<file path="config.mk">
export PLATFORM = sky130hd
export DESIGN_NAME = sdr_arb_flat
export DESIGN_NICKNAME = d
export VERILOG_FILES = /design/src/rtl/sdr_arb_if.sv /design/src/rtl/sdr_arb.sv /design/src/flat_wrapper.sv
export SDC_FILE = /design/constraint.sdc
export NUM_CORES = 1
export LEC_CHECK = 0
export BUFFER_PORTS_ARGS = -buffer_cell sky130_fd_sc_hd__buf_2
export CAP_MARGIN = 0
export CORE_MARGIN = 1.5
export CORE_UTILIZATION = 44
export CTS_CLUSTER_DIAMETER = 120
export CTS_CLUSTER_SIZE = 14
export DETAILED_ROUTE_END_ITERATION = 12
export PLACE_DENSITY = 0.67
export SYNTH_ARGS = -nofsm -noshare
export SYNTH_HDL_FRONTEND = slang
export SYNTH_SLANG_ARGS = --single-unit
export TNS_END_PERCENT = 10
</file>
<file path="constraint.sdc">
create_clock -name clk -period 6.3 [get_ports clk]
set_input_delay 1.89 -clock clk [delete_from_list [all_inputs] [get_ports clk]]
set_output_delay 1.89 -clock clk [all_outputs]
set_load 0.01 [all_outputs]
</file>
<file path="src/rtl/sdr_arb_if.sv">
// sdr_arb_if: handshake bundle between the SDRAM scheduler/arbiter and the
// write, read and auto-refresh engines it serves.
//   master : the arbiter (takes requests/done pulses, drives grants/status)
//   slave  : the engine side (drives requests/done pulses, sees grants)
interface sdr_arb_if;
  logic       init_done;
  logic       wr_req;
  logic       rd_req;
  logic       wr_done;
  logic       rd_done;
  logic       ref_done;
  logic       wr_grant;
  logic       rd_grant;
  logic       ref_grant;
  logic       busy;
  logic [2:0] ref_pend;
  logic       ref_ovf;
  logic       err_timeout;

  modport master (
    input  init_done, wr_req, rd_req, wr_done, rd_done, ref_done,
    output wr_grant, rd_grant, ref_grant, busy, ref_pend, ref_ovf, err_timeout
  );

  modport slave (
    output init_done, wr_req, rd_req, wr_done, rd_done, ref_done,
    input  wr_grant, rd_grant, ref_grant, busy, ref_pend, ref_ovf, err_timeout
  );
endinterface

</file>
<file path="src/rtl/sdr_arb.sv">
// sdr_arb: scheduler/arbiter in front of the SDRAM write, read and
// auto-refresh engines. Waits for power-up init, generates periodic refresh
// demand, and grants the command/DQ bus to exactly one engine at a time,
// holding the grant until that engine reports done.
//
// Optional build macro: SDR_ARB_TIMEOUT_EN
//   defined   : 10-bit per-operation watchdog; on expiry the operation is
//               abandoned, the grant drops and err_timeout sets (sticky).
//   undefined : no watchdog; err_timeout is tied to 0.
module sdr_arb #(
  parameter int REF_PERIOD   = 1250, // cycles between refresh ticks
  parameter int REF_PEND_MAX = 4,    // postponed refreshes before urgency (1..7)
  parameter int STARVE_MAX   = 16    // write grants allowed over a waiting read (1..255)
) (
  input logic        clk,
  input logic        rst,
  sdr_arb_if.master  bus
);

  localparam int          TW         = (REF_PERIOD > 1) ? $clog2(REF_PERIOD) : 1;
  localparam logic [TW-1:0] TIMER_LAST = TW'(REF_PERIOD - 1);
  localparam logic [2:0]  PEND_MAX   = 3'(REF_PEND_MAX);
  localparam logic [7:0]  STARVE_LIM = 8'(STARVE_MAX);

  typedef enum logic [2:0] {
    S_WAIT_INIT = 3'd0,
    S_IDLE      = 3'd1,
    S_WRITE     = 3'd2,
    S_READ      = 3'd3,
    S_REFRESH   = 3'd4
  } state_t;

  state_t          state_r;
  state_t          state_s;
  logic [TW-1:0]   timer_r;
  logic [2:0]      ref_pend_r;
  logic            ref_ovf_r;
  logic [7:0]      starve_r;
  logic            wr_grant_r;
  logic            rd_grant_r;
  logic            ref_grant_r;
  logic            busy_r;

  logic            in_op_s;
  logic            tick_s;
  logic            done_s;
  logic            wd_fire_s;
  logic            ref_served_s;
  logic            forced_rd_s;

  assign in_op_s = (state_r == S_WRITE) || (state_r == S_READ) ||
                   (state_r == S_REFRESH);

  // The refresh timer only runs once init is complete; its wrap is the tick.
  assign tick_s = (state_r != S_WAIT_INIT) && (timer_r == TIMER_LAST);

  // A refresh that completes (or is abandoned by the watchdog) pays back one
  // owed refresh; the non-zero guard keeps the count from underflowing.
  assign ref_served_s = (state_r == S_REFRESH) && (bus.ref_done || wd_fire_s) &&
                        (ref_pend_r != 3'd0);

  // Reads have waited through too many writes: the next pick must be a read.
  assign forced_rd_s = (starve_r >= STARVE_LIM) && bus.rd_req;

  // Select the done pulse that belongs to the operation in progress.
  always_comb begin
    done_s = 1'b0;
    case (state_r)
      S_WRITE:   done_s = bus.wr_done;
      S_READ:    done_s = bus.rd_done;
      S_REFRESH: done_s = bus.ref_done;
      default:   done_s = 1'b0;
    endcase
  end

`ifdef SDR_ARB_TIMEOUT_EN
  logic [9:0] wd_r;
  logic       err_timeout_r;

  assign wd_fire_s = in_op_s && (wd_r == 10'd1023) && !done_s;

  // Watchdog: idle between operations keeps it at zero, so every operation
  // starts from zero and counts one per cycle spent in it.
  always_ff @(posedge clk or posedge rst) begin
    if (rst) begin
      wd_r <= 10'd0;
    end else if (in_op_s && (wd_r != 10'd1023)) begin
      wd_r <= wd_r + 10'd1;
    end else if (in_op_s) begin
      wd_r <= wd_r;
    end else begin
      wd_r <= 10'd0;
    end
  end

  // Sticky timeout flag, cleared only by reset.
  always_ff @(posedge clk or posedge rst) begin
    if (rst) begin
      err_timeout_r <= 1'b0;
    end else if (wd_fire_s) begin
      err_timeout_r <= 1'b1;
    end else begin
      err_timeout_r <= err_timeout_r;
    end
  end

  assign bus.err_timeout = err_timeout_r;
`else
  assign wd_fire_s       = 1'b0;
  assign bus.err_timeout = 1'b0;
`endif

  // Next-state decision: init wait, idle priority pick, hold until done.
  always_comb begin
    state_s = state_r;
    case (state_r)
      S_WAIT_INIT: begin
        if (bus.init_done) begin
          state_s = S_IDLE;
        end else begin
          state_s = S_WAIT_INIT;
        end
      end
      S_IDLE: begin
        if (ref_pend_r == PEND_MAX) begin
          state_s = S_REFRESH;
        end else if (bus.wr_req && !forced_rd_s) begin
          state_s = S_WRITE;
        end else if (bus.rd_req) begin
          state_s = S_READ;
        end else if (ref_pend_r != 3'd0) begin
          state_s = S_REFRESH;
        end else begin
          state_s = S_IDLE;
        end
      end
      S_WRITE, S_READ, S_REFRESH: begin
        if (done_s || wd_fire_s) begin
          state_s = S_IDLE;
        end else begin
          state_s = state_r;
        end
      end
      default: state_s = S_WAIT_INIT;
    endcase
  end

  // State register.
  always_ff @(posedge clk or posedge rst) begin
    if (rst) begin
      state_r <= S_WAIT_INIT;
    end else begin
      state_r <= state_s;
    end
  end

  // Grant flops decode the next state so they track state_r exactly.
  always_ff @(posedge clk or posedge rst) begin
    if (rst) begin
      wr_grant_r  <= 1'b0;
      rd_grant_r  <= 1'b0;
      ref_grant_r <= 1'b0;
      busy_r      <= 1'b0;
    end else begin
      wr_grant_r  <= (state_s == S_WRITE);
      rd_grant_r  <= (state_s == S_READ);
      ref_grant_r <= (state_s == S_REFRESH);
      busy_r      <= (state_s == S_WRITE) || (state_s == S_READ) ||
                     (state_s == S_REFRESH);
    end
  end

  // Refresh interval timer, 0..REF_PERIOD-1, held at zero until init is done.
  always_ff @(posedge clk or posedge rst) begin
    if (rst) begin
      timer_r <= '0;
    end else if (state_r == S_WAIT_INIT) begin
      timer_r <= '0;
    end else if (tick_s) begin
      timer_r <= '0;
    end else begin
      timer_r <= timer_r + TW'(1);
    end
  end

  // Owed-refresh count: tick adds, served refresh subtracts, both cancel;
  // a tick that cannot be recorded at saturation is flagged as lost.
  always_ff @(posedge clk or posedge rst) begin
    if (rst) begin
      ref_pend_r <= 3'd0;
      ref_ovf_r  <= 1'b0;
    end else if (tick_s && ref_served_s) begin
      ref_pend_r <= ref_pend_r;
      ref_ovf_r  <= ref_ovf_r;
    end else if (tick_s && (ref_pend_r == PEND_MAX)) begin
      ref_pend_r <= ref_pend_r;
      ref_ovf_r  <= 1'b1;
    end else if (tick_s) begin
      ref_pend_r <= ref_pend_r + 3'd1;
      ref_ovf_r  <= ref_ovf_r;
    end else if (ref_served_s) begin
      ref_pend_r <= ref_pend_r - 3'd1;
      ref_ovf_r  <= ref_ovf_r;
    end else begin
      ref_pend_r <= ref_pend_r;
      ref_ovf_r  <= ref_ovf_r;
    end
  end

  // Read-starvation count: writes chosen over a waiting read add one,
  // a granted read clears it.
  always_ff @(posedge clk or posedge rst) begin
    if (rst) begin
      starve_r <= 8'd0;
    end else if ((state_r == S_IDLE) && (state_s == S_READ)) begin
      starve_r <= 8'd0;
    end else if ((state_r == S_IDLE) && (state_s == S_WRITE) && bus.rd_req &&
                 (starve_r != 8'hFF)) begin
      starve_r <= starve_r + 8'd1;
    end else begin
      starve_r <= starve_r;
    end
  end

  assign bus.wr_grant  = wr_grant_r;
  assign bus.rd_grant  = rd_grant_r;
  assign bus.ref_grant = ref_grant_r;
  assign bus.busy      = busy_r;
  assign bus.ref_pend  = ref_pend_r;
  assign bus.ref_ovf   = ref_ovf_r;

endmodule

</file>
<file path="src/flat_wrapper.sv">
// flat-port wrapper written by rule: the top's interface ports become plain ports
module sdr_arb_flat 
#(
  parameter int REF_PERIOD   = 1250,                                
  parameter int REF_PEND_MAX = 4,                                                
  parameter int STARVE_MAX   = 16                                                        
)
  (clk, rst, bus_init_done, bus_wr_req, bus_rd_req, bus_wr_done, bus_rd_done, bus_ref_done, bus_wr_grant, bus_rd_grant, bus_ref_grant, bus_busy, bus_ref_pend, bus_ref_ovf, bus_err_timeout);
  sdr_arb_if bus_i ();
  input logic clk;
  input logic rst;
  input wire logic [$bits(bus_i.init_done)-1:0] bus_init_done;
  input wire logic [$bits(bus_i.wr_req)-1:0] bus_wr_req;
  input wire logic [$bits(bus_i.rd_req)-1:0] bus_rd_req;
  input wire logic [$bits(bus_i.wr_done)-1:0] bus_wr_done;
  input wire logic [$bits(bus_i.rd_done)-1:0] bus_rd_done;
  input wire logic [$bits(bus_i.ref_done)-1:0] bus_ref_done;
  output wire logic [$bits(bus_i.wr_grant)-1:0] bus_wr_grant;
  output wire logic [$bits(bus_i.rd_grant)-1:0] bus_rd_grant;
  output wire logic [$bits(bus_i.ref_grant)-1:0] bus_ref_grant;
  output wire logic [$bits(bus_i.busy)-1:0] bus_busy;
  output wire logic [$bits(bus_i.ref_pend)-1:0] bus_ref_pend;
  output wire logic [$bits(bus_i.ref_ovf)-1:0] bus_ref_ovf;
  output wire logic [$bits(bus_i.err_timeout)-1:0] bus_err_timeout;
  assign bus_i.init_done = bus_init_done;
  assign bus_i.wr_req = bus_wr_req;
  assign bus_i.rd_req = bus_rd_req;
  assign bus_i.wr_done = bus_wr_done;
  assign bus_i.rd_done = bus_rd_done;
  assign bus_i.ref_done = bus_ref_done;
  assign bus_wr_grant = bus_i.wr_grant;
  assign bus_rd_grant = bus_i.rd_grant;
  assign bus_ref_grant = bus_i.ref_grant;
  assign bus_busy = bus_i.busy;
  assign bus_ref_pend = bus_i.ref_pend;
  assign bus_ref_ovf = bus_i.ref_ovf;
  assign bus_err_timeout = bus_i.err_timeout;
  sdr_arb #(.REF_PERIOD(REF_PERIOD), .REF_PEND_MAX(REF_PEND_MAX), .STARVE_MAX(STARVE_MAX)) u_core (.clk(clk), .rst(rst), .bus(bus_i));
endmodule
</file>
==> impl_summary.md <==
Status
The flow ran to the end, and the final reports show no timing, DRC or antenna violations.

CTS
CTS saw 30 sinks. The clock passes through at most 2 buffers. The cell sitting at the root of the clock tree is a clkbuf_4. For the worst-skew pair, the clock arrives at the later sink with an insertion delay of 0.33 ns. The number of hold buffers added after cts is 0.

TritonCTS built the clock tree. Buffers added to address setup during post-CTS repair amount to 0. The clock edge transition at the registers on the reported setup and hold paths is 0.10 ns.

The number of clock buffers added by TritonCTS is 5. The number of cells upsized or downsized after cts is 0. The clock tree synthesis step divided the H-tree into 2 levels.

Cells and area
0 antenna diodes ended up in the layout. The fraction of layout cells with a size suffix above 1 is 17.05%. The final standard cell count with taps included and fillers excluded is 222.

The area overhead of the layout relative to synthesis is 11.31%. At the end of the flow the core is filled with cells to 51.64%. After the last flow step, the layout net total stands at 188.

Power
Summed over all nets, the switching power comes to 0.0002379 W. The relative contribution of sequential cells to total power is 45.1%. Per report_power, the clock group accounts for 24.1% of the total. The switching power share of the total is 37.11%. The share of power burned in combinational logic is 30.8%.

Cell internal power was estimated by the tool at 0.0004033 W. Dividing total power by cell area gives a power density of 369.2 nW/um^2. VDD sags by at most 0.1688 mV. The analysis attributes to cell leakage a power of 0.8098 nW.

Synthesis
Ranked by total cell area, the synthesized netlist is headed by dfrtp_1 48%, nor2_1 4.8%, nand3_1 3.5%. Of the total synthesized cell area, the portion taken by full adders, half adders and majority gates is 4.491%. After Yosys synthesis, XOR and XNOR cells account for 6.175% of the synthesized area. The register area share after synthesis is 48.12%. Multiplexer cells account for 1.363% of the synthesized area. By instance count, the leading cell after synthesis is dfrtp_1.

The post-synthesis net count is 171. A synthesized cell averages 9.875 um^2. The most area-hungry cell type in the Yosys netlist is dfrtp_1. The commonest cells after synthesis are 30 x dfrtp_1, 20 x nor2_1, 11 x nand3_1.

After Yosys synthesis, and, or, nand and nor cells account for 23.98% of the synthesized area. The count of synthesis-stage warnings from yosys is 0. Counting flops and latches in the post-synthesis netlist gives 30. The synthesized netlist occupies a cell area of 1560 um^2. The post-synthesis compound-gate area fraction is 10.91%.

The most used flip-flop cell after synthesis is dfrtp_1. The count of unique library cells instantiated by Yosys is 46. In this run the biggest area consumer among cell types represents 48.12% of the synthesized area.

The synthesized instance count is 158. In this run, synthesis inferred 0 flip-flops with an integrated enable. The fraction of registers with async set/reset is 100.0%.

The largest family of logic cells by synthesized area is simple AND/OR/NAND/NOR gates.

Critical path
The largest driver fanout on the critical path is 9. STA classifies the critical path endpoint as a primary output. The gate family responsible for the most delay along the worst path is flip-flops. At the worst endpoint, the required time is 4.41 ns.

The signal on the critical path passes through buf_2. The slowest cell on the critical path is dfrtp_1. The combined buffer and inverter count along the critical path is 1. The arrival time reported for the critical path endpoint is 1.07 ns.

STA classifies the critical path startpoint as a flip-flop. Across all register-to-register paths, the minimum setup slack is 3.52 ns. On the worst path, the slowest cell contributes a delay of 0.54 ns. By startpoint and endpoint, the worst setup path is classified as reg -> out.

Flow run
Max-cap violations in this run came to 0.

STA
The highest attainable clock frequency is 338.0 MHz. The clock tree skew after final layout is 0.008161 ns. Setup repair after global routing left no endpoint under its margin.

The number of setup violations in the final report is 0. The final hold violation count was 0. For the final routed database, the setup TNS stands at 0 ns. The worst setup slack after layout is 3.341 ns. The post-route minimum period is 2.959 ns. For the pin with the worst max-slew slack, the measured transition is 1.128 ns. Dividing the final minimum period by the clock period gives 46.96%. The headroom to the max-slew limit is 24.73%.

The count of pins over their slew limit was 0.

Drt
The final routed wirelength across all metal layers is 2913 um. For this run, design rule violations remaining after detail routing come to 0. The first-pass detailed-route iteration total is 4. The routed layout has 1195 vias.

The post-detailed-route via-to-cell ratio is 5.383. The first-iteration detailed-routing DRC count is 73. Dividing the detail-routed wire length by the instance count gives 13.12 um. The number of antenna-violating nets in the routed design is 0.

GRT
The maximum number of pins on one net before global-route repair is 31. The first global-routing pass estimated 5154 um of wire. The via count of the first global-routing pass is 1182. The initial antenna violation count is 0. The global-route total usage across every layer is 16.65%. The global-route congestion overflow total is 0.

Place
The final weighted congestion in routability-driven placement is 0.8485. The cell total after placement is 214. At the placement stage, the worst setup path has a slack of 3.059 ns.

The post-DP HPWL is 2056 um. The count of port buffers added during placement is 15.

Worst hold path
The class of the tightest hold or removal check is reg -> reg.

Floorplan
The total die area is 3913 um^2. In this run the horizontal extent of the chip is 62.55 um. The floorplan has 21 rows.

The top-level port count is 17. The placeable core region is 3363 um^2. In this run the vertical extent of the chip is 62.55 um. The initial standard-cell utilization of the core is 46.39%.
## worst register-to-register path, delay by kind of cell (launching register included)
kind	cells	cell delay [ns]
AOI/OAI and AO/OA	2	0.25
adders and majority gates	2	0.57
buffers and inverters	2	0.23
DFF	1	0.43
and+or+nand+nor	3	1.26
## cells in the final DEF (no fill, tap or decap), drive strengths merged, types with 3 or more instances in the layout
| master | count |
|---|---|
| xnor2 | 6 |
| nand3 | 11 |
| nand2 | 9 |
| nor2 | 20 |
| ha | 4 |
| or3 | 3 |
| xor2 | 5 |
| a21oi | 6 |
| inv | 8 |
| clkbuf | 5 |
| dfrtp | 30 |
| and2 | 5 |
| nor3 | 5 |
| o21ai | 5 |
| nand4 | 3 |
| buf | 15 |
## cell type report
cell class	count	area (um^2)
fill	350	1627
inverter	9	35.03
tap	46	57.56
sequential	30	750.7
clock buffer	5	37.54
multi-input combinational	114	735.7
timing repair buffer	15	75.07
clock inverter	3	45.04
## through the flow
| step | power, W | hold slack, ns | cell area (um^2) |
|---|---|---|---|
| after floorplan | 0.0004403 | 0.4761 | 1560 |
| after global placement | 0.0004848 | 0.4490 | 1654 |
| after detailed placement | 0.0004923 | 0.4536 | 1654 |
| after CTS | 0.0006493 | 0.4801 | 1737 |
| after global routing | 0.0006914 | 0.5129 | 1737 |
| final | 0.0006412 | 0.4760 | 1737 |
## state kept, by name, indices dropped and copies added, names as in the netlist
name	count
u_core.bus.busy	1
u_core.bus.rd_grant	1
u_core.bus.ref_grant	1
u_core.bus.ref_ovf	1
u_core.bus.ref_pend	3
u_core.bus.wr_grant	1
u_core.starve_r	8
u_core.state_r	3
u_core.timer_r	11
## cells by family after synthesis
kind of cell / count (synthesis)
XOR/XNOR: 11
other: 1
multiplexers: 2
AO/OA/AOI/OAI: 25
AND/OR/NAND/NOR: 70
flip-flops: 30
buffers and inverters: 14
adder cells (fa/ha/maj): 5
## final timing paths
check | from | to | depth (start not counted)
worst min-delay path | u_core.bus.ref_ovf | u_core.bus.ref_ovf | 1
min in group asynchronous | rst | u_core.starve_r[3] | 2
max in group asynchronous | rst | u_core.timer_r[5] | 2
worst min register to register | u_core.bus.ref_ovf | u_core.bus.ref_ovf | 1
worst max register to register | u_core.timer_r[1] | u_core.bus.ref_pend[2] | 9
worst max-delay path | u_core.bus.ref_pend[0] | bus_ref_pend[0] | 1
## power groups by stage
stage / logic (W) / clock network [W] / registers, W
global placement: 0.000193 / 0 / 0.000292
detailed placement: 0.000199 / 0 / 0.000293
global route: 0.000226 / 0.000168 / 0.000298
CTS: 0.000201 / 0.000159 / 0.000290
floorplan: 0.000154 / 0 / 0.000286
finish: 0.000197 / 0.000155 / 0.000289
## per-layer routing
metal | GRT usage, % | wire, um | vias to the layer above
met5 | 0 | 0 | -
met4 | 7.500 | 50 | 0
met3 | 5.405 | 114 | 7
met2 | 27.69 | 1456 | 21
met1 | 19.62 | 1292 | 580
li1 | - | - | 587
Note: power is estimated with default switching activity, not from simulation.
